`config.mk`:
```
export PLATFORM = sky130hd
export DESIGN_NAME = seg_scan_readback_flat
export DESIGN_NICKNAME = d
export VERILOG_FILES = /design/src/rtl/seg_pkg.sv /design/src/rtl/seg_scan_readback_if.sv /design/src/rtl/seg_pattern_decode.sv /design/src/rtl/seg_scan_readback.sv /design/src/flat_wrapper.sv
export SDC_FILE = /design/constraint.sdc
export NUM_CORES = 1
export LEC_CHECK = 0
export CORE_UTILIZATION = 50
export DETAILED_ROUTE_END_ITERATION = 12
export HOLD_SLACK_MARGIN = 0.02
export PLACE_DENSITY_LB_ADDON = 0.2
export SLEW_MARGIN = 40
export SYNTH_ARGS = -nofsm -noshare
export SYNTH_HDL_FRONTEND = slang
export SYNTH_SLANG_ARGS = --single-unit
```
`constraint.sdc`:
```
create_clock -name clk -period 3.1 [get_ports clk]
set_clock_uncertainty 0.1 [all_clocks]
set_input_delay 0.775 -clock clk [delete_from_list [all_inputs] [get_ports clk]]
set_output_delay 0.775 -clock clk [all_outputs]
set_load 0.005 [all_outputs]
```
`src/rtl/seg_pkg.sv`:
```
// Shared constants and types for the 7-segment scan readback monitor.
// Patterns are active-low, ordered a..g from bit 6 down to bit 0.
package seg_pkg;

   localparam logic [6:0] SEG_0     = 7'b0000001;
   localparam logic [6:0] SEG_1     = 7'b1001111;
   localparam logic [6:0] SEG_2     = 7'b0010010;
   localparam logic [6:0] SEG_3     = 7'b0000110;
   localparam logic [6:0] SEG_4     = 7'b1001100;
   localparam logic [6:0] SEG_5     = 7'b0100100;
   localparam logic [6:0] SEG_6     = 7'b0100000;
   localparam logic [6:0] SEG_7     = 7'b0001111;
   localparam logic [6:0] SEG_8     = 7'b0000000;
   localparam logic [6:0] SEG_9     = 7'b0000100;
   localparam logic [6:0] SEG_BLANK = 7'b1111111;

   localparam logic [3:0] NIB_BLANK = 4'hE;
   localparam logic [3:0] NIB_ERR   = 4'hF;

   typedef enum logic [1:0] {
      IDLE  = 2'd0,
      TRACK = 2'd1,
      HOLD  = 2'd2
   } seg_state_e;

endpackage

```
`src/rtl/seg_scan_readback_if.sv`:
```
// Display bus seen by the readback monitor: segment/anode lines in, decoded readback out.
// The master drives the display lines; the slave is the monitor.
interface seg_scan_readback_if #(
   parameter int NUM_DIGITS = 4
);
   logic [6:0]              seg_n;
   logic [NUM_DIGITS-1:0]   an_n;
   logic [4*NUM_DIGITS-1:0] digits;
   logic [NUM_DIGITS-1:0]   digit_vld;
   logic                    frame_done;
   logic                    err;

   modport master (
      output seg_n, an_n,
      input  digits, digit_vld, frame_done, err
   );

   modport slave (
      input  seg_n, an_n,
      output digits, digit_vld, frame_done, err
   );
endinterface

```
`src/rtl/seg_pattern_decode.sv`:
```
// Combinational segment-pattern to BCD decoder; blank is legal, anything
// outside the ten digits and blank yields NIB_ERR and raises illegal.
module seg_pattern_decode
   import seg_pkg::*;
(
   input  logic [6:0] pattern,
   output logic [3:0] nibble,
   output logic       illegal
);

   // pattern lookup
   always_comb begin
      nibble  = NIB_ERR;
      illegal = 1'b0;
      case (pattern)
         SEG_0:     nibble = 4'd0;
         SEG_1:     nibble = 4'd1;
         SEG_2:     nibble = 4'd2;
         SEG_3:     nibble = 4'd3;
         SEG_4:     nibble = 4'd4;
         SEG_5:     nibble = 4'd5;
         SEG_6:     nibble = 4'd6;
         SEG_7:     nibble = 4'd7;
         SEG_8:     nibble = 4'd8;
         SEG_9:     nibble = 4'd9;
         SEG_BLANK: nibble = NIB_BLANK;
         default: begin
            nibble  = NIB_ERR;
            illegal = 1'b1;
         end
      endcase
   end

endmodule

```
`src/rtl/seg_scan_readback.sv`:
```
// Passive monitor of the multiplexed 7-segment bus: waits for each digit strobe
// to be stable, decodes it back to BCD and reports per-frame completion.
module seg_scan_readback
   import seg_pkg::*;
#(
   parameter  int NUM_DIGITS    = 4,
   parameter  int STABLE_CYCLES = 4,
   localparam int CNT_W         = $clog2(STABLE_CYCLES + 1)
) (
   input  logic clk,
   input  logic rst,
   seg_scan_readback_if.slave bus
);

   localparam bit ONE_SHOT = (STABLE_CYCLES == 1);
   localparam logic [CNT_W-1:0] CNT_ONE  = CNT_W'(1);
   localparam logic [CNT_W-1:0] CNT_LAST = CNT_W'(STABLE_CYCLES - 1);
   localparam logic [CNT_W-1:0] CNT_FULL = CNT_W'(STABLE_CYCLES);

   logic [6:0]              seg_r;
   logic [NUM_DIGITS-1:0]   an_r;
   logic [6:0]              ref_seg_r;
   logic [NUM_DIGITS-1:0]   ref_an_r;
   seg_state_e              state_r;
   logic [CNT_W-1:0]        cnt_r;
   logic [4*NUM_DIGITS-1:0] digits_r;
   logic [NUM_DIGITS-1:0]   vld_r;
   logic                    frame_r;
   logic                    err_r;

   logic                    onehot_s;
   logic                    same_s;
   logic                    start_s;
   logic                    accept_s;
   logic                    load_s;
   seg_state_e              state_nx_s;
   logic [CNT_W-1:0]        cnt_nx_s;
   logic [NUM_DIGITS-1:0]   vld_nx_s;
   logic [3:0]              nibble_s;
   logic                    illegal_s;

   // While matching, seg_r equals ref_seg_r, so the live sample can feed the decoder.
   seg_pattern_decode u_decode (
      .pattern (seg_r),
      .nibble  (nibble_s),
      .illegal (illegal_s)
   );

   assign onehot_s = $onehot(~an_r);
   assign same_s   = (an_r == ref_an_r) && (seg_r == ref_seg_r);
   assign start_s  = onehot_s && ((state_r == IDLE) || !same_s);

   // stability FSM next-state and counter
   always_comb begin
      state_nx_s = state_r;
      cnt_nx_s   = cnt_r;
      load_s     = 1'b0;
      accept_s   = 1'b0;
      if (start_s) begin
         load_s   = 1'b1;
         cnt_nx_s = CNT_ONE;
         if (ONE_SHOT) begin
            accept_s   = 1'b1;
            state_nx_s = HOLD;
         end else begin
            state_nx_s = TRACK;
         end
      end else if ((state_r == TRACK) && same_s) begin
         if (cnt_r == CNT_LAST) begin
            accept_s   = 1'b1;
            cnt_nx_s   = CNT_FULL;
            state_nx_s = HOLD;
         end else begin
            cnt_nx_s = cnt_r + CNT_ONE;
         end
      end else if ((state_r == HOLD) && same_s) begin
         state_nx_s = HOLD;
      end else begin
         state_nx_s = IDLE;
         cnt_nx_s   = {CNT_W{1'b0}};
      end
   end

   // A completed frame clears the mask one cycle later; a same-cycle accept still lands.
   always_comb begin
      vld_nx_s = frame_r ? {NUM_DIGITS{1'b0}} : vld_r;
      if (accept_s) begin
         vld_nx_s = vld_nx_s | ~an_r;
      end else begin
         vld_nx_s = vld_nx_s;
      end
   end

   // input sampling, FSM state and capture registers
   always_ff @(posedge clk or posedge rst) begin
      if (rst) begin
         seg_r     <= SEG_BLANK;
         an_r      <= {NUM_DIGITS{1'b1}};
         ref_seg_r <= SEG_BLANK;
         ref_an_r  <= {NUM_DIGITS{1'b1}};
         state_r   <= IDLE;
         cnt_r     <= {CNT_W{1'b0}};
         digits_r  <= {NUM_DIGITS{NIB_BLANK}};
         vld_r     <= {NUM_DIGITS{1'b0}};
         frame_r   <= 1'b0;
         err_r     <= 1'b0;
      end else begin
         seg_r   <= bus.seg_n;
         an_r    <= bus.an_n;
         state_r <= state_nx_s;
         cnt_r   <= cnt_nx_s;
         if (load_s) begin
            ref_seg_r <= seg_r;
            ref_an_r  <= an_r;
         end
         for (int i = 0; i < NUM_DIGITS; i++) begin
            if (accept_s && !an_r[i]) begin
               digits_r[4*i +: 4] <= nibble_s;
            end
         end
         vld_r   <= vld_nx_s;
         frame_r <= accept_s && (&vld_nx_s);
         err_r   <= accept_s && illegal_s;
      end
   end

   assign bus.digits     = digits_r;
   assign bus.digit_vld  = vld_r;
   assign bus.frame_done = frame_r;
   assign bus.err        = err_r;

endmodule

```
`src/flat_wrapper.sv`:
```
// flat-port wrapper written by rule: the top's interface ports become plain ports
module seg_scan_readback_flat import seg_pkg::*;
#(
   parameter  int NUM_DIGITS    = 4,
   parameter  int STABLE_CYCLES = 4,
   localparam int CNT_W         = $clog2(STABLE_CYCLES + 1)
)
  (clk, rst, bus_seg_n, bus_an_n, bus_digits, bus_digit_vld, bus_frame_done, bus_err);
  seg_scan_readback_if #(.NUM_DIGITS(NUM_DIGITS)) bus_i ();
  input  logic clk;
  input  logic rst;
  input wire logic [$bits(bus_i.seg_n)-1:0] bus_seg_n;
  input wire logic [$bits(bus_i.an_n)-1:0] bus_an_n;
  output wire logic [$bits(bus_i.digits)-1:0] bus_digits;
  output wire logic [$bits(bus_i.digit_vld)-1:0] bus_digit_vld;
  output wire logic [$bits(bus_i.frame_done)-1:0] bus_frame_done;
  output wire logic [$bits(bus_i.err)-1:0] bus_err;
  assign bus_i.seg_n = bus_seg_n;
  assign bus_i.an_n = bus_an_n;
  assign bus_digits = bus_i.digits;
  assign bus_digit_vld = bus_i.digit_vld;
  assign bus_frame_done = bus_i.frame_done;
  assign bus_err = bus_i.err;
  seg_scan_readback #(.NUM_DIGITS(NUM_DIGITS), .STABLE_CYCLES(STABLE_CYCLES)) u_core (.clk(clk), .rst(rst), .bus(bus_i));
endmodule
```
# Word-level counts from Yosys, hierarchy flattened
# Cells that the tools add are included.
# Widths: inputs -> output; s select.
# word_totals
out_inout_bits	22
regBits	49
input_bits	13
wordCells	73
# classes
n_bitwise	2
n_reduce_logical	20
add_sub_neg	4
n_eq_ne	18
mux	16
# ops
op	n
$pmux 4 s11	1
$eq 7x7->1 const B	3
$eq 7x3->1 const B	2
$eq 7x6->1 const B	2
$mux 3	4
$reduce_or 11->1	1
$logic_and 1x1->1	10
$mux 2	4
$mux 4	2
$eq 7x1->1 const B	1
$eq 7x4->1 const B	1
$eq 7x5->1 const B	1
$eq 7x7->1	1
$logic_not 7->1	1
$logic_not 1->1	5
$mux 1	5
$add 1x1->2	2
$eq 4x4->1	1
$not 4->4	1
$or 4x4->4	1
$reduce_and 4->1	1
$add 3x1->3 const B	1
$add 3x3->3	1
$eq 3x1->1 const B	1
other kinds (7)	7

# Depth between registers and ports, before layout
# Gate-level depths: netlist of the first run.
# depth
ltp_word	9
depth_mapped	7
depth_no_buf	7

# Cells and area by module
# Synthesis of the first run repeated with hierarchy kept, for this count alone.
# hier_totals
cells_unflattened	187
hier_area_um2	2343.5
# by_module_without_submodules
module	seq_area_each_um2	cells_each	area_each_um2	instances
seg_scan_readback	1268.7	142	2039.5	1
seg_pattern_decode	0.0	45	304.0	1

# Worst setup path after synthesis of the first run
# Ideal clock, no wire load.
# synth_path
kind	register to register
startpoint	register u_core.an_r[2]
endpoint	register u_core.ref_an_r[0]
arrival_time_ns	2.579
n_path_buf	0
setup_time_ns	0.082
stages_incl_launch_ff	8
t_required_ns	2.918
period_less_slack_ns	2.761
path_slack_ns	0.339
cell_sequence	dfstp_2 -> inv_1 -> ha_1 -> ha_1 -> fa_1 -> nor3b_1 -> o21ai_2 -> mux2_2
# synth_between
elab_chain_cells	6
elab_cells_between_ends	10
cone_classes	2 x add/sub; 2 x eq/ne; 1 x mux; 1 x bitwise; 4 x reduce/logical
# synth_lines
element	line	source
start, declared	seg_scan_readback.sv:21	logic [NUM_DIGITS-1:0] an_r;
start signal, assigned	seg_scan_readback.sv:98	an_r <= {NUM_DIGITS{1'b1}};
start signal, assigned	seg_scan_readback.sv:109	an_r <= bus.an_n;
$not 4->4 or $eq 4x4->1 (tied branches)	seg_scan_readback.sv:49, seg_scan_readback.sv:50	
$add 1x1->2 (implied by the code) or $logic_and 1x1->1 (tied branches)	seg_scan_readback.sv:49, seg_scan_readback.sv:50	
$add 3x3->3 (implied by the code) or $logic_not 1->1 (tied branches)	seg_scan_readback.sv:49, seg_scan_readback.sv:51	
$eq 3x1->1 or $logic_or 1x1->1 (tied branches)	seg_scan_readback.sv:49, seg_scan_readback.sv:51	
$logic_and 1x1->1 *	seg_scan_readback.sv:51	assign start_s = onehot_s && ((state_r == IDLE) || !same_s);
$mux 1 *	seg_scan_readback.sv:59	if (start_s) begin
end signal, assigned	seg_scan_readback.sv:100	ref_an_r <= {NUM_DIGITS{1'b1}};
end signal, assigned	seg_scan_readback.sv:114	ref_an_r <= an_r;
end, declared	seg_scan_readback.sv:23	logic [NUM_DIGITS-1:0] ref_an_r;
# Every way passes the cells marked *; elsewhere a longest branch is shown, timed or not.
# A chain may end at the register's enable or synchronous reset.

# Final worst setup path of the first run
# layout_path
startpoint	register u_core.an_r[0]
endpoint	register u_core.ref_seg_r[4]
# layout_between
elab_chain_cells	6
elab_cells_between_ends	10
cone_classes	2 x add/sub; 2 x eq/ne; 1 x mux; 1 x bitwise; 4 x reduce/logical
# layout_lines
element	line	source
$not 4->4 or $eq 4x4->1 (tied branches)	seg_scan_readback.sv:49, seg_scan_readback.sv:50	
$add 1x1->2 (implied by the code) or $logic_and 1x1->1 (tied branches)	seg_scan_readback.sv:49, seg_scan_readback.sv:50	
$add 3x3->3 (implied by the code) or $logic_not 1->1 (tied branches)	seg_scan_readback.sv:49, seg_scan_readback.sv:51	
$eq 3x1->1 or $logic_or 1x1->1 (tied branches)	seg_scan_readback.sv:49, seg_scan_readback.sv:51	
$logic_and 1x1->1 *	seg_scan_readback.sv:51	
$mux 1 *	seg_scan_readback.sv:59	
end signal, assigned	seg_scan_readback.sv:113	ref_seg_r <= seg_r;
end, declared	seg_scan_readback.sv:22	logic [6:0] ref_seg_r;
# Marks and branches as above.

==> flow_results.xml, run 1 <==
<?xml version="1.0" encoding="UTF-8"?>
<metrics>
  <group name="logic_synthesis">
    <metric name="synth_fp_nets" unit="">200</metric>
    <metric name="synthDistinctLibCells" unit="">37</metric>
    <metric name="synthesis.instances" unit="">181</metric>
    <metric name="ys_seq_elements" unit="">49</metric>
    <metric name="syn_area" unit="µm²">2240</metric>
    <metric name="count_of_warnings_emitted_by_yosys" unit="">0</metric>
    <metric name="synth-seq-area-share" unit="">0.567</metric>
    <metric name="ys_async_sr_fraction" unit="">1.00</metric>
    <metric name="synth_edf_count" unit="">0</metric>
    <metric name="synth_top_cell_by_area" unit="">sky130_fd_sc_hd__dfstp_2</metric>
    <metric name="dominantRegCellSynth" unit="">sky130_fd_sc_hd__dfstp_2</metric>
    <metric name="synth_area_leaders" unit="">sky130_fd_sc_hd__dfstp_2 40%, sky130_fd_sc_hd__dfrtp_1 17%, sky130_fd_sc_hd__mux2_2 14%</metric>
    <metric name="synth_top_cell_area_share" unit="">0.399</metric>
    <metric name="synth.avg_cell_area" unit="µm²">12.4</metric>
  </group>
  <group name="floorplanning">
    <metric name="die-area" unit="µm²">4750</metric>
    <metric name="start_util" unit="">0.540</metric>
    <metric name="core_region" unit="µm²">4140</metric>
    <metric name="io_pins" unit="">35</metric>
    <metric name="die_width" unit="µm">68.9</metric>
    <metric name="rows" unit="">23</metric>
    <metric name="die_y" unit="µm">68.9</metric>
  </group>
  <group name="detailed_routing">
    <metric name="routed-via-count" unit="">1566</metric>
    <metric name="ant_nets" unit="">0</metric>
    <metric name="drt_iter0_markers" unit="">79</metric>
    <metric name="detail_route.first_pass.iterations" unit="">4</metric>
    <metric name="detail_route.vias_per_cell" unit="">5.82</metric>
    <metric name="route.final.wire_length" unit="mm">4.73</metric>
    <metric name="drt_drc_violations_left" unit="">0</metric>
    <metric name="detail_route.wl_per_cell" unit="µm">17.6</metric>
  </group>
  <group name="place">
    <metric name="placed_area" unit="µm²">2640</metric>
    <metric name="dp_hpwl" unit="mm">3.42</metric>
    <metric name="numPortBuffers" unit="">34</metric>
    <metric name="gp_congestion" unit="">0.799</metric>
  </group>
  <group name="cts">
    <metric name="numCtsBuffers" unit="">5</metric>
    <metric name="clkLatencyLatePin" unit="ns">0.30</metric>
    <metric name="bufs_on_longest_clock_path" unit="">2</metric>
    <metric name="cts_sinks" unit="">49</metric>
    <metric name="htree_levels" unit="">2</metric>
    <metric name="cts_tree" unit="">built</metric>
    <metric name="post_cts.repair.setup_buffers" unit="">0</metric>
    <metric name="cts.repair.resized" unit="">0</metric>
    <metric name="ctsHoldBuffers" unit="">0</metric>
    <metric name="cts-root-buf" unit="">sky130_fd_sc_hd__clkbuf_8</metric>
    <metric name="clock_transition_at_the_registers_of_the_reported_paths" unit="ns">0.10</metric>
  </group>
  <group name="setup_path">
    <metric name="crit_fanout" unit="">8</metric>
    <metric name="type_of_the_setup_path_with_the_least_slack" unit="">flop to flop</metric>
    <metric name="ff2ff_path_depth" unit="">7</metric>
    <metric name="critPathLaunchType" unit="">flop</metric>
    <metric name="critical_path_arrival" unit="ns">2.78</metric>
    <metric name="critical_path.endpoint_type" unit="">flop</metric>
    <metric name="timing.critical_path.required" unit="ns">3.23</metric>
  </group>
  <group name="global_routing">
    <metric name="wire_length_of_the_first_global_routing_pass" unit="mm">7.29</metric>
    <metric name="antenna_found_initial" unit="">0</metric>
    <metric name="grtUsageTotal" unit="">0.219</metric>
    <metric name="grt_pass1_vias" unit="">1504</metric>
    <metric name="gr-total-overflow" unit="">0</metric>
    <metric name="largest_net_degree_at_the_start_of_global_routing" unit="">20</metric>
  </group>
  <group name="power">
    <metric name="powerDensity" unit="nW/µm²">569</metric>
    <metric name="power.leakage" unit="nW">1.17</metric>
    <metric name="total_power" unit="W">0.00157</metric>
    <metric name="ir_drop_worst_case_vdd" unit="mV">0.353</metric>
  </group>
  <group name="sta">
    <metric name="final-max-slew-violation-count" unit="">0</metric>
    <metric name="fin_crit" unit="ns">2.64</metric>
    <metric name="tightestPinTransition" unit="ns">0.684</metric>
    <metric name="setup_tns" unit="ns">0</metric>
    <metric name="max_clock_freq" unit="MHz">378</metric>
    <metric name="grt_setup_unrepaired" unit="">no</metric>
    <metric name="finalSetupViolCount" unit="">0</metric>
    <metric name="slew_headroom" unit="">0.541</metric>
    <metric name="timing_hold_violations_final" unit="">0</metric>
    <metric name="final_min_period_over_clock_period" unit="">0.852</metric>
  </group>
  <group name="final_layout">
    <metric name="final_design_area_no_fill" unit="µm²">2770</metric>
    <metric name="layout.core_utilization" unit="">0.667</metric>
    <metric name="most-common-layout-cells" unit="">34 x sky130_fd_sc_hd__clkdlybuf4s50_1, 34 x sky130_fd_sc_hd__dfstp_2, 27 x sky130_fd_sc_hd__mux2_2, 15 x sky130_fd_sc_hd__dfrtp_1, 12 x sky130_fd_sc_hd__xor2_1</metric>
    <metric name="syn_to_final_growth" unit="%">23.5</metric>
    <metric name="share_of_layout_cells_above_drive_strength_1" unit="">0.347</metric>
    <metric name="number_of_nets_in_the_layout" unit="">237</metric>
    <metric name="insertedDiodeCount" unit="">0</metric>
  </group>
  <group name="worst_hold_path">
    <metric name="worstHoldPathType" unit="">flop to flop</metric>
    <metric name="hold_depth" unit="">1</metric>
  </group>
  <group name="flow_run">
    <metric name="drv.max_cap_violation_count" unit="">0</metric>
  </group>
  <group name="outcome">
    <metric name="result_of_the_run" unit="">complete, no violations</metric>
  </group>
</metrics>
-- final cells by class --
cell class	count	area, µm²
clock inverter	2	41.3
clock buffer	6	82.6
multi-input combinational	115	902
fill	298	1380
timing repair buffer	39	378
sequential	49	1270
tap	50	62.6
inverter	8	30.0
-- state kept, by name (all words and copies together) (netlist names), 2 cells and up --
register and count:
u_core.an_r 4, u_core.bus.digit_vld 4, u_core.bus.digits 16, u_core.cnt_r 3, u_core.ref_an_r 4, u_core.ref_seg_r 7, u_core.seg_r 7, u_core.state_r 2
-- final timing paths --
path | endpoint | slack [ns] | from
min | u_core.bus.digits[0] | 0.42 | u_core.bus.digits[0]
max reg2reg | u_core.ref_seg_r[4] | 0.46 | u_core.an_r[0]
min reg2reg | u_core.bus.digits[0] | 0.42 | u_core.bus.digits[0]
max in group asynchronous | u_core.bus.digits[1] | 1.53 | rst
min in group asynchronous | u_core.seg_r[1] | 1.02 | rst
max | u_core.ref_seg_r[4] | 0.46 | u_core.an_r[0]
-- worst max-delay path: stages, from the launching register on --
cell	delay, ns
sky130_fd_sc_hd__dfstp_2	0.60
sky130_fd_sc_hd__inv_1	0.08
sky130_fd_sc_hd__ha_1	0.30
sky130_fd_sc_hd__ha_1	0.20
sky130_fd_sc_hd__fa_1	0.43
sky130_fd_sc_hd__nor3b_1	0.32
sky130_fd_sc_hd__o21ai_2	0.22
sky130_fd_sc_hd__mux2_2	0.33
-- through the flow --
step                      worst slack (ns)  hold slack [ns]  instances
after floorplan                      0.339            0.383        181
after global placement               0.516            0.392        261
after detailed placement             0.479            0.403        261
after CTS                            0.459            0.425        269
after global routing                 0.317            0.439        269
final                                0.457            0.424        269
-- synthesized netlist by cell type, types with 3 or more instances --
master,number
sky130_fd_sc_hd__inv_1,8
sky130_fd_sc_hd__dfstp_2,34
sky130_fd_sc_hd__nand3_1,5
sky130_fd_sc_hd__nor2_1,7
sky130_fd_sc_hd__a21o_1,4
sky130_fd_sc_hd__or3_1,7
sky130_fd_sc_hd__dfrtp_1,15
sky130_fd_sc_hd__xor2_1,12
sky130_fd_sc_hd__nor4_1,4
sky130_fd_sc_hd__nand2_1,11
sky130_fd_sc_hd__buf_2,3
sky130_fd_sc_hd__mux2_2,27
sky130_fd_sc_hd__nand4_1,4
sky130_fd_sc_hd__nor3_1,6
sky130_fd_sc_hd__ha_1,5
sky130_fd_sc_hd__clkbuf_1,6
-- report_power, final --
group / leakage, nW / switching (W) / total, W / internal, W
sequential: 0.561 / 0.0000761 / 0.000854 / 0.000778
clock: 0.0633 / 0.000221 / 0.000489 / 0.000268
combinational: 0.546 / 0.0000999 / 0.000231 / 0.000131
total: 1.17 / 0.000397 / 0.00157 / 0.00118
-- logic make-up after synthesis --
| kind of cell | synth area share |
|---|---|
| multiplexers | 0.136 |
| AND/OR/NAND/NOR | 0.126 |
| XOR/XNOR | 0.0470 |
| buffers and inverters | 0.0302 |
| AO/OA/AOI/OAI | 0.0576 |
| adder cells (fa/ha/maj) | 0.0369 |
| flip-flops | 0.567 |
-- metal layers --
metal / global-route usage / up-vias / routed length (µm)
met5: 0 / - / 0
met4: 0.0791 / 0 / 56
met3: 0.0526 / 8 / 234
met2: 0.348 / 47 / 2360
met1: 0.291 / 796 / 2080
li1: - / 715 / -
Note: power is estimated with default switching activity, not from simulation.
==> run 2: changes to the inputs <==
--- a/config.mk
+++ b/config.mk
@@ -7,8 +7,9 @@
 export LEC_CHECK = 0
 export CORE_UTILIZATION = 50
 export DETAILED_ROUTE_END_ITERATION = 12
-export HOLD_SLACK_MARGIN = 0.02
+export HOLD_SLACK_MARGIN = 0.05
 export PLACE_DENSITY_LB_ADDON = 0.2
+export RECOVER_POWER = 50
 export SLEW_MARGIN = 40
 export SYNTH_ARGS = -nofsm -noshare
 export SYNTH_HDL_FRONTEND = slang
==> flow_results.xml, run 2 (synthesized netlist as in run 1, its figures left out) <==
<?xml version="1.0" encoding="UTF-8"?>
<metrics>
  <group name="setup_path">
    <metric name="type_of_the_setup_path_with_the_least_slack" unit="">flop to flop</metric>
    <metric name="crit_path_max_incr_delay" unit="ns">0.60</metric>
    <metric name="crit_fanout" unit="">8</metric>
    <metric name="timing.critical_path.required" unit="ns">3.23</metric>
    <metric name="ff2ff_path_depth" unit="">7</metric>
    <metric name="critical_path.endpoint_type" unit="">flop</metric>
    <metric name="timing.critical_path.cells" unit="">inv_1 -&gt; ha_1 -&gt; ha_1 -&gt; fa_1 -&gt; nor3b_1 -&gt; o21ai_2 -&gt; mux2_2</metric>
    <metric name="critPathLaunchType" unit="">flop</metric>
    <metric name="timing.critical_path.slowest_stage_cell" unit="">sky130_fd_sc_hd__dfstp_2</metric>
    <metric name="crit_path_frequent_cell" unit="">sky130_fd_sc_hd__ha_1</metric>
    <metric name="critical_path_arrival" unit="ns">2.78</metric>
  </group>
  <group name="final_layout">
    <metric name="most-common-layout-cells" unit="">34 x sky130_fd_sc_hd__dfstp_2, 27 x sky130_fd_sc_hd__mux2_2, 22 x sky130_fd_sc_hd__clkdlybuf4s50_1, 15 x sky130_fd_sc_hd__dfrtp_1</metric>
    <metric name="share_of_layout_cells_above_drive_strength_1" unit="">0.338</metric>
    <metric name="layoutNonFillerInstCount" unit="">269</metric>
    <metric name="number_of_flip_flops_under_the_largest_register_name" unit="">16</metric>
    <metric name="insertedDiodeCount" unit="">0</metric>
    <metric name="number_of_nets_in_the_layout" unit="">237</metric>
    <metric name="syn_to_final_growth" unit="%">23.2</metric>
    <metric name="multi_input_gate_area_in_the_final_layout" unit="µm²">902</metric>
    <metric name="layout.area.seq" unit="µm²">1270</metric>
    <metric name="final_design_area_no_fill" unit="µm²">2760</metric>
    <metric name="mostFrequentLayoutCell" unit="">sky130_fd_sc_hd__dfstp_2</metric>
    <metric name="fillCellCount" unit="">298</metric>
  </group>
  <group name="detailed_routing">
    <metric name="detail_route.wl_per_cell" unit="µm">17.6</metric>
    <metric name="route.final.wire_length" unit="mm">4.72</metric>
    <metric name="drt_iter0_markers" unit="">85</metric>
    <metric name="detail_route.first_pass.iterations" unit="">4</metric>
    <metric name="routed-via-count" unit="">1570</metric>
    <metric name="ant_nets" unit="">0</metric>
    <metric name="drt_drc_violations_left" unit="">0</metric>
    <metric name="detail_route.vias_per_cell" unit="">5.84</metric>
  </group>
  <group name="worst_hold_path">
    <metric name="hold_depth" unit="">1</metric>
    <metric name="worstHoldPathType" unit="">flop to flop</metric>
  </group>
  <group name="place">
    <metric name="placement.setup.worst_slack" unit="ns">0.479</metric>
    <metric name="gp_congestion" unit="">0.799</metric>
    <metric name="numPortBuffers" unit="">34</metric>
    <metric name="dp_hpwl" unit="mm">3.42</metric>
    <metric name="numPlacedInstances" unit="">261</metric>
    <metric name="placed_area" unit="µm²">2640</metric>
  </group>
  <group name="sta">
    <metric name="timing_hold_violations_final" unit="">0</metric>
    <metric name="finalSetupViolCount" unit="">0</metric>
    <metric name="max_clock_freq" unit="MHz">379</metric>
    <metric name="fin_crit" unit="ns">2.64</metric>
    <metric name="final_min_period_over_clock_period" unit="">0.852</metric>
    <metric name="tightestPinTransition" unit="ns">0.905</metric>
    <metric name="setup_tns" unit="ns">0</metric>
    <metric name="grt_setup_unrepaired" unit="">no</metric>
    <metric name="slew_headroom" unit="">0.397</metric>
    <metric name="final-max-slew-violation-count" unit="">0</metric>
    <metric name="finalWorstSetupSlack" unit="ns">0.458</metric>
  </group>
  <group name="power">
    <metric name="ir_drop_worst_case_vdd" unit="mV">0.352</metric>
    <metric name="power.leakage" unit="nW">1.17</metric>
    <metric name="powerDensity" unit="nW/µm²">569</metric>
  </group>
  <group name="floorplanning">
    <metric name="die_y" unit="µm">68.9</metric>
    <metric name="die-area" unit="µm²">4750</metric>
    <metric name="io_pins" unit="">35</metric>
    <metric name="die_width" unit="µm">68.9</metric>
    <metric name="core_region" unit="µm²">4140</metric>
    <metric name="rows" unit="">23</metric>
    <metric name="start_util" unit="">0.540</metric>
  </group>
  <group name="cts">
    <metric name="clock_transition_at_the_registers_of_the_reported_paths" unit="ns">0.10</metric>
    <metric name="ctsHoldBuffers" unit="">0</metric>
    <metric name="cts-root-buf" unit="">sky130_fd_sc_hd__clkbuf_8</metric>
    <metric name="htree_levels" unit="">2</metric>
    <metric name="cts_sinks" unit="">49</metric>
    <metric name="cts_tree" unit="">built</metric>
    <metric name="numCtsBuffers" unit="">5</metric>
    <metric name="bufs_on_longest_clock_path" unit="">2</metric>
    <metric name="clkLatencyLatePin" unit="ns">0.30</metric>
    <metric name="post_cts.repair.setup_buffers" unit="">0</metric>
    <metric name="cts.repair.resized" unit="">0</metric>
  </group>
  <group name="outcome">
    <metric name="result_of_the_run" unit="">complete, no violations</metric>
  </group>
  <group name="global_routing">
    <metric name="grt_pass1_vias" unit="">1504</metric>
    <metric name="grtUsageTotal" unit="">0.219</metric>
    <metric name="largest_net_degree_at_the_start_of_global_routing" unit="">20</metric>
    <metric name="gr-total-overflow" unit="">0</metric>
    <metric name="wire_length_of_the_first_global_routing_pass" unit="mm">7.29</metric>
    <metric name="antenna_found_initial" unit="">0</metric>
  </group>
  <group name="flow_run">
    <metric name="drv.max_cap_violation_count" unit="">0</metric>
  </group>
</metrics>
## run 2: changes by cell type in the layout (fill, tap and decap cells not counted)
cell,delta
sky130_fd_sc_hd__buf_4,-2
sky130_fd_sc_hd__clkdlybuf4s50_1,-12
sky130_fd_sc_hd__dlygate4sd3_1,+12
sky130_fd_sc_hd__clkbuf_1,+2
## run 2: final timing paths
| check | from | endpoint | slack, ns |
|---|---|---|---|
| worst max-delay path | u_core.an_r[0] | u_core.ref_seg_r[4] | 0.46 |
| worst min-delay path | u_core.bus.digits[0] | u_core.bus.digits[0] | 0.42 |
| worst max register to register | u_core.an_r[0] | u_core.ref_seg_r[4] | 0.46 |
| worst min register to register | u_core.bus.digits[0] | u_core.bus.digits[0] | 0.42 |
| max in group asynchronous | rst | u_core.state_r[1] | 0.89 |
| min in group asynchronous | rst | u_core.seg_r[1] | 1.15 |
## run 2: worst max-delay path, delay by kind of cell (launching register included)
family	cells	cell delay, ns
fa+ha+maj	3	0.93
simple gates	1	0.32
buf+inv	1	0.08
flops	1	0.60
compound gates	1	0.22
mux	1	0.33
## run 2: final cells by class
class,count,area share
clock inverters,2,0.0150
repair buffers,39,0.134
well taps,50,0.0227
inverters,8,0.0109
clock buffers,6,0.0299
flip-flops and latches,49,0.460
multi-input cells,115,0.327
## run 2: per-layer routing
metal | share of wire | routed length [µm] | vias up | global-route usage
met1 | 0.44 | 2080 | 803 | 0.291
met4 | 0.012 | 56 | 0 | 0.0791
met5 | 0 | 0 | - | 0
li1 | - | - | 714 | -
met3 | 0.048 | 226 | 8 | 0.0526
met2 | 0.50 | 2370 | 45 | 0.348
## run 2: power by group
group / internal, W / switching, W / total [W] / leakage (nW)
Combinational: 0.000127 / 0.0000998 / 0.000226 / 0.541
Clock: 0.000268 / 0.000222 / 0.000490 / 0.0633
Sequential: 0.000778 / 0.0000760 / 0.000854 / 0.561
Total: 0.00117 / 0.000398 / 0.00157 / 1.17
## run 2: through the flow
stage	hold slack [ns]	utilization	total power, W
2_1_floorplan	0.383	-	0.00102
3_3_place_gp	0.392	0.637	0.00108
3_5_place_dp	0.403	0.637	0.00110
4_1_cts	0.425	0.667	0.00159
5_1_grt	0.439	0.665	0.00164
6_report	0.424	0.665	0.00157
==> run 3: changes to the inputs <==
--- a/config.mk
+++ b/config.mk
@@ -7,6 +7,7 @@
 export LEC_CHECK = 0
 export CORE_UTILIZATION = 50
 export DETAILED_ROUTE_END_ITERATION = 12
+export DONT_BUFFER_PORTS = 1
 export HOLD_SLACK_MARGIN = 0.05
 export PLACE_DENSITY_LB_ADDON = 0.2
 export RECOVER_POWER = 50
==> flow_results.xml, run 3 (synthesized netlist as in run 1, its figures left out) <==
<?xml version="1.0" encoding="UTF-8"?>
<metrics>
  <group name="setup_path">
    <metric name="setup.reg_to_reg.worst_slack" unit="ns">0.53</metric>
    <metric name="critPathLaunchType" unit="">flop</metric>
    <metric name="ff_to_ff_end" unit="">u_core.ref_seg_r[6]</metric>
    <metric name="ff2ff_path_depth" unit="">7</metric>
    <metric name="crit_path_frequent_cell" unit="">sky130_fd_sc_hd__ha_1</metric>
    <metric name="timing.critical_path.buf_inv" unit="">1</metric>
    <metric name="type_of_the_setup_path_with_the_least_slack" unit="">flop to flop</metric>
    <metric name="timing.critical_path.required" unit="ns">3.24</metric>
    <metric name="crit_path_max_incr_delay" unit="ns">0.58</metric>
    <metric name="critical_path.endpoint_type" unit="">flop</metric>
    <metric name="timing.critical_path.slowest_stage_cell" unit="">sky130_fd_sc_hd__dfstp_2</metric>
    <metric name="critPathTopFamily" unit="">adder cells</metric>
    <metric name="worstReg2RegStart" unit="">u_core.an_r[0]</metric>
    <metric name="critical_path_arrival" unit="ns">2.71</metric>
    <metric name="timing.critical_path.cells" unit="">inv_1 -&gt; ha_1 -&gt; ha_1 -&gt; fa_1 -&gt; nor3b_1 -&gt; o21ai_2 -&gt; mux2_2</metric>
    <metric name="crit_fanout" unit="">8</metric>
  </group>
  <group name="cts">
    <metric name="cts-root-buf" unit="">sky130_fd_sc_hd__clkbuf_8</metric>
    <metric name="cts_tree" unit="">built</metric>
    <metric name="clkLatencyLatePin" unit="ns">0.31</metric>
    <metric name="numCtsBuffers" unit="">5</metric>
    <metric name="post_cts.repair.setup_buffers" unit="">0</metric>
    <metric name="cts_sinks" unit="">49</metric>
    <metric name="htree_levels" unit="">2</metric>
    <metric name="ctsHoldBuffers" unit="">0</metric>
    <metric name="cts.repair.resized" unit="">0</metric>
    <metric name="clock_transition_at_the_registers_of_the_reported_paths" unit="ns">0.10</metric>
    <metric name="bufs_on_longest_clock_path" unit="">2</metric>
  </group>
  <group name="global_routing">
    <metric name="grt_pass1_vias" unit="">1351</metric>
    <metric name="largest_net_degree_at_the_start_of_global_routing" unit="">50</metric>
    <metric name="antenna_found_initial" unit="">0</metric>
    <metric name="gr-total-overflow" unit="">0</metric>
    <metric name="wire_length_of_the_first_global_routing_pass" unit="mm">6.66</metric>
    <metric name="grtUsageTotal" unit="">0.203</metric>
  </group>
  <group name="power">
    <metric name="share_of_power_burned_in_the_clock_network" unit="">0.271</metric>
    <metric name="power_report.internal_total" unit="W">0.00106</metric>
    <metric name="powerDensity" unit="nW/µm²">606</metric>
    <metric name="ir_drop_worst_case_vdd" unit="mV">0.370</metric>
    <metric name="power.share.sequential" unit="">0.586</metric>
    <metric name="power_switching" unit="W">0.000390</metric>
    <metric name="logic_gate_share_of_total_power" unit="">0.143</metric>
    <metric name="power.share.switching" unit="">0.269</metric>
    <metric name="power.leakage" unit="nW">1.03</metric>
  </group>
  <group name="outcome">
    <metric name="violated_checks" unit="">max-capacitance violations, max-slew violations</metric>
    <metric name="result_of_the_run" unit="">finished, violations left</metric>
  </group>
  <group name="detailed_routing">
    <metric name="drt_iter0_markers" unit="">42</metric>
    <metric name="route.final.wire_length" unit="mm">4.12</metric>
    <metric name="routed-via-count" unit="">1383</metric>
    <metric name="detail_route.first_pass.iterations" unit="">4</metric>
    <metric name="detail_route.wl_per_cell" unit="µm">17.6</metric>
    <metric name="ant_nets" unit="">0</metric>
    <metric name="detail_route.vias_per_cell" unit="">5.91</metric>
    <metric name="drt_drc_violations_left" unit="">0</metric>
  </group>
  <group name="worst_hold_path">
    <metric name="min-delay-start" unit="">bus_an_n[1]</metric>
    <metric name="worstHoldEndpoint" unit="">u_core.an_r[1]</metric>
    <metric name="hold_depth" unit="">0</metric>
    <metric name="worstHoldPathType" unit="">input port to flop</metric>
  </group>
  <group name="floorplanning">
    <metric name="io_pins" unit="">35</metric>
    <metric name="die-area" unit="µm²">4750</metric>
    <metric name="die_width" unit="µm">68.9</metric>
    <metric name="rows" unit="">23</metric>
    <metric name="start_util" unit="">0.540</metric>
    <metric name="core_region" unit="µm²">4140</metric>
    <metric name="die_y" unit="µm">68.9</metric>
  </group>
  <group name="sta">
    <metric name="final_min_period_over_clock_period" unit="">0.830</metric>
    <metric name="max_clock_freq" unit="MHz">389</metric>
    <metric name="finalSetupViolCount" unit="">0</metric>
    <metric name="final-max-slew-violation-count" unit="">50</metric>
    <metric name="slew_headroom" unit="">-0.354</metric>
    <metric name="timing_hold_violations_final" unit="">0</metric>
    <metric name="setup_tns" unit="ns">0</metric>
    <metric name="finalWorstSetupSlack" unit="ns">0.528</metric>
    <metric name="grt_setup_unrepaired" unit="">no</metric>
    <metric name="fin_crit" unit="ns">2.57</metric>
    <metric name="tightestPinTransition" unit="ns">2.02</metric>
  </group>
  <group name="place">
    <metric name="dp_hpwl" unit="mm">2.91</metric>
    <metric name="placement.setup.worst_slack" unit="ns">0.521</metric>
    <metric name="gp_congestion" unit="">0.786</metric>
    <metric name="numPortBuffers" unit="">0</metric>
  </group>
  <group name="final_layout">
    <metric name="most-common-layout-cells" unit="">34 x sky130_fd_sc_hd__dfstp_2, 27 x sky130_fd_sc_hd__mux2_2, 15 x sky130_fd_sc_hd__dfrtp_1, 12 x sky130_fd_sc_hd__xor2_1, 11 x sky130_fd_sc_hd__nand2_1</metric>
    <metric name="insertedDiodeCount" unit="">0</metric>
    <metric name="fillCellCount" unit="">345</metric>
    <metric name="share_of_layout_cells_above_drive_strength_1" unit="">0.413</metric>
    <metric name="mostFrequentLayoutCell" unit="">sky130_fd_sc_hd__dfstp_2</metric>
    <metric name="layout.core_utilization" unit="">0.576</metric>
    <metric name="number_of_nets_in_the_layout" unit="">202</metric>
    <metric name="number_of_flip_flops_under_the_largest_register_name" unit="">16</metric>
    <metric name="syn_to_final_growth" unit="%">6.71</metric>
  </group>
  <group name="flow_run">
    <metric name="drv.max_cap_violation_count" unit="">1</metric>
  </group>
</metrics>
==> run 3: worst register-to-register path, delay by kind of cell, from the launching register on <==
| family | cells | cell delay (ns) |
|---|---|---|
| AO/OA/AOI/OAI | 1 | 0.21 |
| adder cells (fa/ha/maj) | 3 | 0.91 |
| buffers and inverters | 1 | 0.06 |
| flip-flops | 1 | 0.58 |
| multiplexers | 1 | 0.32 |
| AND/OR/NAND/NOR | 1 | 0.31 |
==> run 3: power by group through the flow <==
stage                     Sequential, W  Combinational [W]  Clock [W]
after floorplan                0.000832           0.000187          0
final                          0.000849           0.000207   0.000392
after global placement         0.000853           0.000204          0
after CTS                      0.000848           0.000211   0.000404
after detailed placement       0.000860           0.000211          0
after global routing           0.000865           0.000235   0.000426
==> run 3: how the worst max path moves through the flow <==
stage / to / cells after the start / from
after CTS: u_core.ref_an_r[3] / 7 / u_core.an_r[3]
after detailed placement: u_core.ref_an_r[2] / 7 / u_core.an_r[2]
after floorplan: u_core.ref_an_r[0] / 7 / u_core.an_r[2]
after global placement: u_core.ref_an_r[3] / 7 / u_core.an_r[3]
final: u_core.ref_seg_r[6] / 7 / u_core.an_r[0]
after global routing: u_core.ref_seg_r[6] / 7 / u_core.an_r[0]
==> run 3: stage by stage <==
stage          area (µm²)  power [W]  instances  hold WS (ns)
2_1_floorplan        2240    0.00102        181         0.383
3_3_place_gp         2290    0.00106        226         0.414
3_5_place_dp         2300    0.00107        226         0.425
4_1_cts              2390    0.00146        234         0.305
5_1_grt              2390    0.00153        234         0.328
6_report             2390    0.00145        234         0.347
==> run 3: final cells by class <==
class | instances | area [µm²] | area share
Tap cell | 50 | 62.6 | 0.0262
Sequential cell | 49 | 1270 | 0.531
Inverter | 8 | 31.3 | 0.0131
Timing Repair Buffer | 4 | 30.0 | 0.0126
Clock buffer | 5 | 68.8 | 0.0288
Clock inverter | 3 | 25.0 | 0.0105
Multi-Input combinational cell | 115 | 902 | 0.378
==> run 3: layer usage <==
layer  vias up  wire length [µm]  track usage
met1       683              1750        0.251
li1        642                 -            -
met3         7               326       0.0806
met5         -                 0            0
met4         0                89       0.0918
met2        51              1950        0.312
